### src/rtl/gray_dec_pkg.sv
// Shared types for the streaming Gray-to-binary decoder and its sequence checker.
package gray_dec_pkg;

    typedef enum logic [1:0] {
        ERR_NONE    = 2'b00,
        ERR_REPEAT  = 2'b01,
        ERR_REVERSE = 2'b10,
        ERR_JUMP    = 2'b11
    } err_code_t;

    typedef enum logic {
        ST_IDLE  = 1'b0,
        ST_TRACK = 1'b1
    } seq_state_t;

    localparam int MIN_WIDTH = 2;

endpackage : gray_dec_pkg

### src/rtl/gray2bin_comb.sv
// Purely combinational Gray-to-binary conversion; each binary bit is the XOR of all Gray bits at or above it.
module gray2bin_comb #(
    parameter int WIDTH = 4
) (
    input  logic [WIDTH-1:0] gray,
    output logic [WIDTH-1:0] bin
);

    // Prefix-XOR form avoids a combinational chain that reads its own output.
    for (genvar i = 0; i < WIDTH; i++) begin : g_bit
        assign bin[i] = ^gray[WIDTH-1:i];
    end

endmodule : gray2bin_comb

### src/rtl/gray_bin_decoder.sv
// Streaming Gray-to-binary decoder with a one-deep output register and optional +1 sequence checker.
// Define GRAY_DEC_SEQ_CHECK_EN to build the checker, prev-word registers and saturating error counter.
module gray_bin_decoder
    import gray_dec_pkg::*;
#(
    parameter int WIDTH     = 4,
    parameter int ERR_CNT_W = 8
) (
    input  logic                 clk,
    input  logic                 rst,
    input  logic                 in_valid,
    output logic                 in_ready,
    input  logic [WIDTH-1:0]     gray_in,
    input  logic                 resync,
    output logic                 out_valid,
    input  logic                 out_ready,
    output logic [WIDTH-1:0]     bin_out,
    output logic                 step_err,
    output logic [1:0]           err_code,
    output logic [ERR_CNT_W-1:0] err_cnt
);

    logic             accept;
    logic [WIDTH-1:0] bin_dec_p0;
    logic             vld_p1;
    logic [WIDTH-1:0] bin_p1;

    gray2bin_comb #(
        .WIDTH (WIDTH)
    ) u_gray2bin (
        .gray (gray_in),
        .bin  (bin_dec_p0)
    );

    assign in_ready = !vld_p1 || out_ready;
    assign accept   = in_valid && in_ready;

    // Stage p0 -> p1: output register loads on every accept, drains when consumed.
    always_ff @(posedge clk) begin
        if (rst) begin
            vld_p1 <= 1'b0;
            bin_p1 <= '0;
        end else if (accept) begin
            vld_p1 <= 1'b1;
            bin_p1 <= bin_dec_p0;
        end else if (out_ready) begin
            vld_p1 <= 1'b0;
        end
    end

    assign out_valid = vld_p1;
    assign bin_out   = bin_p1;

`ifdef GRAY_DEC_SEQ_CHECK_EN
    localparam int CNT_W = $clog2(WIDTH + 1);

    seq_state_t             state_q;
    seq_state_t             state_d;
    err_code_t              code_p0;
    err_code_t              code_p1;
    logic [WIDTH-1:0]       prev_gray_q;
    logic [WIDTH-1:0]       prev_bin_q;
    logic [WIDTH-1:0]       bin_inc_p0;
    logic [CNT_W-1:0]       dist_p0;
    logic [ERR_CNT_W-1:0]   err_cnt_q;

    function automatic logic [CNT_W-1:0] popcount(input logic [WIDTH-1:0] v);
        logic [CNT_W-1:0] c;
        c = '0;
        for (int i = 0; i < WIDTH; i++) begin
            c = c + CNT_W'(v[i]);
        end
        return c;
    endfunction

    function automatic logic [ERR_CNT_W-1:0] sat_inc(input logic [ERR_CNT_W-1:0] c);
        return (&c) ? c : c + ERR_CNT_W'(1);
    endfunction

    assign dist_p0    = popcount(gray_in ^ prev_gray_q);
    assign bin_inc_p0 = prev_bin_q + WIDTH'(1);

    always_ff @(posedge clk) begin
        if (rst) begin
            state_q <= ST_IDLE;
        end else begin
            state_q <= state_d;
        end
    end

    // A resync coinciding with an accept makes that word the fresh reference.
    always_comb begin
        state_d = state_q;
        code_p0 = ERR_NONE;
        case (state_q)
            ST_IDLE: begin
                if (accept) begin
                    state_d = ST_TRACK;
                end
            end
            ST_TRACK: begin
                if (accept) begin
                    state_d = ST_TRACK;
                    if (!resync) begin
                        if (dist_p0 == CNT_W'(0)) begin
                            code_p0 = ERR_REPEAT;
                        end else if (dist_p0 > CNT_W'(1)) begin
                            code_p0 = ERR_JUMP;
                        end else if (bin_dec_p0 != bin_inc_p0) begin
                            code_p0 = ERR_REVERSE;
                        end
                    end
                end else if (resync) begin
                    state_d = ST_IDLE;
                end
            end
            default: state_d = ST_IDLE;
        endcase
    end

    // Stage p0 -> p1: error class travels with bin_p1; flagged words still become the reference.
    always_ff @(posedge clk) begin
        if (rst) begin
            prev_gray_q <= '0;
            prev_bin_q  <= '0;
            code_p1     <= ERR_NONE;
            err_cnt_q   <= '0;
        end else if (accept) begin
            prev_gray_q <= gray_in;
            prev_bin_q  <= bin_dec_p0;
            code_p1     <= code_p0;
            if (code_p0 != ERR_NONE) begin
                err_cnt_q <= sat_inc(err_cnt_q);
            end
        end
    end

    assign step_err = (code_p1 != ERR_NONE);
    assign err_code = code_p1;
    assign err_cnt  = err_cnt_q;
`else
    logic unused_resync;

    assign unused_resync = resync;
    assign step_err      = 1'b0;
    assign err_code      = ERR_NONE;
    assign err_cnt       = '0;
`endif

endmodule : gray_bin_decoder

### config.mk
export PLATFORM = sky130hd
export DESIGN_NAME = gray_bin_decoder
export DESIGN_NICKNAME = d
export VERILOG_FILES = /design/src/rtl/gray_dec_pkg.sv /design/src/rtl/gray2bin_comb.sv /design/src/rtl/gray_bin_decoder.sv
export SDC_FILE = /design/constraint.sdc
export NUM_CORES = 1
export LEC_CHECK = 0
export ABC_AREA = 1
export CAP_MARGIN = 15
export CORE_AREA = 2 2 39 41
export CTS_CLUSTER_DIAMETER = 200
export DETAILED_ROUTE_END_ITERATION = 16
export DIE_AREA = 0 0 41 43
export PLACE_DENSITY_LB_ADDON = 0.1
export SLEW_MARGIN = 20
export SYNTH_ARGS = -nofsm -noshare
export SYNTH_HDL_FRONTEND = slang
export SYNTH_SLANG_ARGS = --single-unit
### constraint.sdc
create_clock -name clk -period 2.8 [get_ports clk]
set_clock_uncertainty 0.1 [all_clocks]
set_input_delay 0.56 -clock clk [delete_from_list [all_inputs] [get_ports clk]]
set_output_delay 0.56 -clock clk [all_outputs]
set_load 0.02 [all_outputs]
==> run metrics <==
fmax=0.411 GHz; flop-to-flop setup slack=1840 ps; hold path cells=2; Max VDD drop=242 uV; WL/cell=6.70 um; Yosys cell types=13; synth warn=0; drt first pass iters=2; Routed WL=616 um; I/O Buffers=13; Reg clk slew, reported paths=40 ps; Cell Count Post-Placement=88; CTS tree=done; post-cts repair resize count=0; sequential fraction of the synthesis area=0.264; core footprint=1380 um2; detailed-route via count=344; Die Area=1760 um2; GR Util All Layers=0.0915; dpl cell area=484 um2; Remaining DRCs=0; Final Hold Fails=0; TritonCTS Sinks=5; Hold Path End=bin_out[2]$_SDFFE_PP0P_; Logic pwr share=0.302; clk buf depth=2; final period utilization=0.869; Ports=26; internal power=0.159 mW; first-pass GRT wire length=1040 um; # Post-CTS Setup Buffers=0; Placer Congestion=0.709; busiest grt layer=met2; grt ovf=0; Crit. End Element=output pin; worst min path class=register to register; 1st-iter DRT viols=5; GR Util met3=0.0628; # diodes=0; initial core utilization=0.274; root buf cell=clkbuf_4; r2r worst-path depth=4; Sequential Power Share=0.349; cell count after synthesis=60; # rows=14; crit path DAT=1770 ps; LEAKAGE=0.271 nW; vias per inst=3.74; Hold-fix buffers, CTS=0; Fin Setup TNS=0 ps; flops & latches, synth=5; reg-to-reg endpoint=bin_out[0]$_SDFFE_PP0P_; RSZ-0062 raised after global routing=false; Synth Area per Inst=6.32 um2; Mapped Area=379 um2; sw power=0.0720 mW; Die Y=43 um; Die X=41 um; status=completed; Critical Path RT=2140 ps; RR Startpoint=out_valid$_SDFFE_PP0P_; Crit Path Class=input port to output pin; crit-path max FO=3; Power per Cell Area=452 nW/um2; H-tree depth=1; largest net degree at the start of global routing=6; CTS buffer count=3; Syn-to-layout area delta=34.7%; DRT antenna net count=0; max cap viols=0; DP HPWL=537 um; fin. max-slew vios=0; switching share of power=0.312; share of cells above drive strength 1=0.145; sequential cell area=100 um2; Design Area, Final=510 um2; Finish-stage setup viols=0; crit path time final=2430 ps; fillers=162; initial antenna violation count=0; area of the multi-input gates=200 um2; CP Launch Type=input port; Clock Power Share=0.349; worst skew pair latency=240 ps; final net count=86; hold path start=bin_out[2]$_SDFFE_PP0P_; met2 Usage GRT=0.119; M1 GR Usage=0.103; number of global-route vias before repair=294; non-filler cells in the finished layout=92
==> per-stage QoR <==
step	hold WS [ps]	total power, mW	worst slack (ps)	util
floorplan	434	0.137	1360	-
global placement	358	0.153	365	0.350
detailed placement	356	0.152	364	0.350
CTS	362	0.238	357	0.369
global route	409	0.252	333	0.369
finish	360	0.231	366	0.369
==> cells in the mapped netlist <==
master   count  area, um2
nor2_1       2       7.51
o21ai_1      1       5.00
buf_4       11       82.6
inv_1        7       26.3
nand2_1     21       78.8
nand3_1      1       5.00
a21oi_1      3       15.0
nor2_2       2       12.5
inv_2        2       7.51
dfxtp_1      5        100
conb_1       1       3.75
nand2_2      3       18.8
a21oi_4      1       16.3
==> power groups by stage <==
stage                     sequential (mW)  combinational [mW]  clock, mW
final                              0.0806              0.0698     0.0805
after global routing               0.0810              0.0775     0.0938
after floorplan                    0.0885              0.0481          0
after detailed placement           0.0819              0.0706          0
after CTS                          0.0807              0.0707     0.0861
after global placement             0.0819              0.0707          0
==> how the worst max path moves through the flow <==
stage | startpoint | to | slack, ps | cells after the start
finish | out_ready | in_ready | 370 | 4
detailed placement | out_ready | in_ready | 360 | 4
floorplan | out_ready | in_ready | 1360 | 2
CTS | out_ready | in_ready | 360 | 4
global placement | out_ready | in_ready | 360 | 4
global route | out_ready | in_ready | 330 | 4
==> registers in the layout, summed over array words and instances (netlist names) <==
name,flops
out_valid,1
bin_out,4
==> critical path: stages <==
cell and delay (ps):
clkdlybuf4s50_1 450, inv_1 70, nand2_2 90, clkdlybuf4s50_1 600
==> area by class of cell <==
| type | instances | area share |
|---|---|---|
| multi-input cells | 45 | 0.392 |
| inverters | 9 | 0.0662 |
| clock buffers | 4 | 0.0515 |
| flip-flops and latches | 5 | 0.196 |
| repair buffers | 13 | 0.255 |
| well taps | 16 | 0.0392 |
==> cell families (layout without fill, tap and decap cells) <==
logic type | Yosys count | in the layout | share of synthesized area
compound gates | 5 | 5 | 0.0957
simple gates | 29 | 29 | 0.323
buf+inv | 20 | 26 | 0.307
other cells | 1 | 11 | 0.00989
flops | 5 | 5 | 0.264
==> per-layer routing <==
layer,wire length (um),vias up
met5,0,-
met4,0,0
met3,55,0
met2,297,14
met1,262,141
li1,-,189
==> layout by cell type (no fill, tap or decap), drive strengths merged <==
master          n
inv             9
clkdlybuf4s50  13
conb           11
dfxtp           5
clkbuf          4
nand2          24
o21ai           1
nand3           1
nor2            4
a21oi           4
No activity file was read; power rests on OpenSTA's default activity.
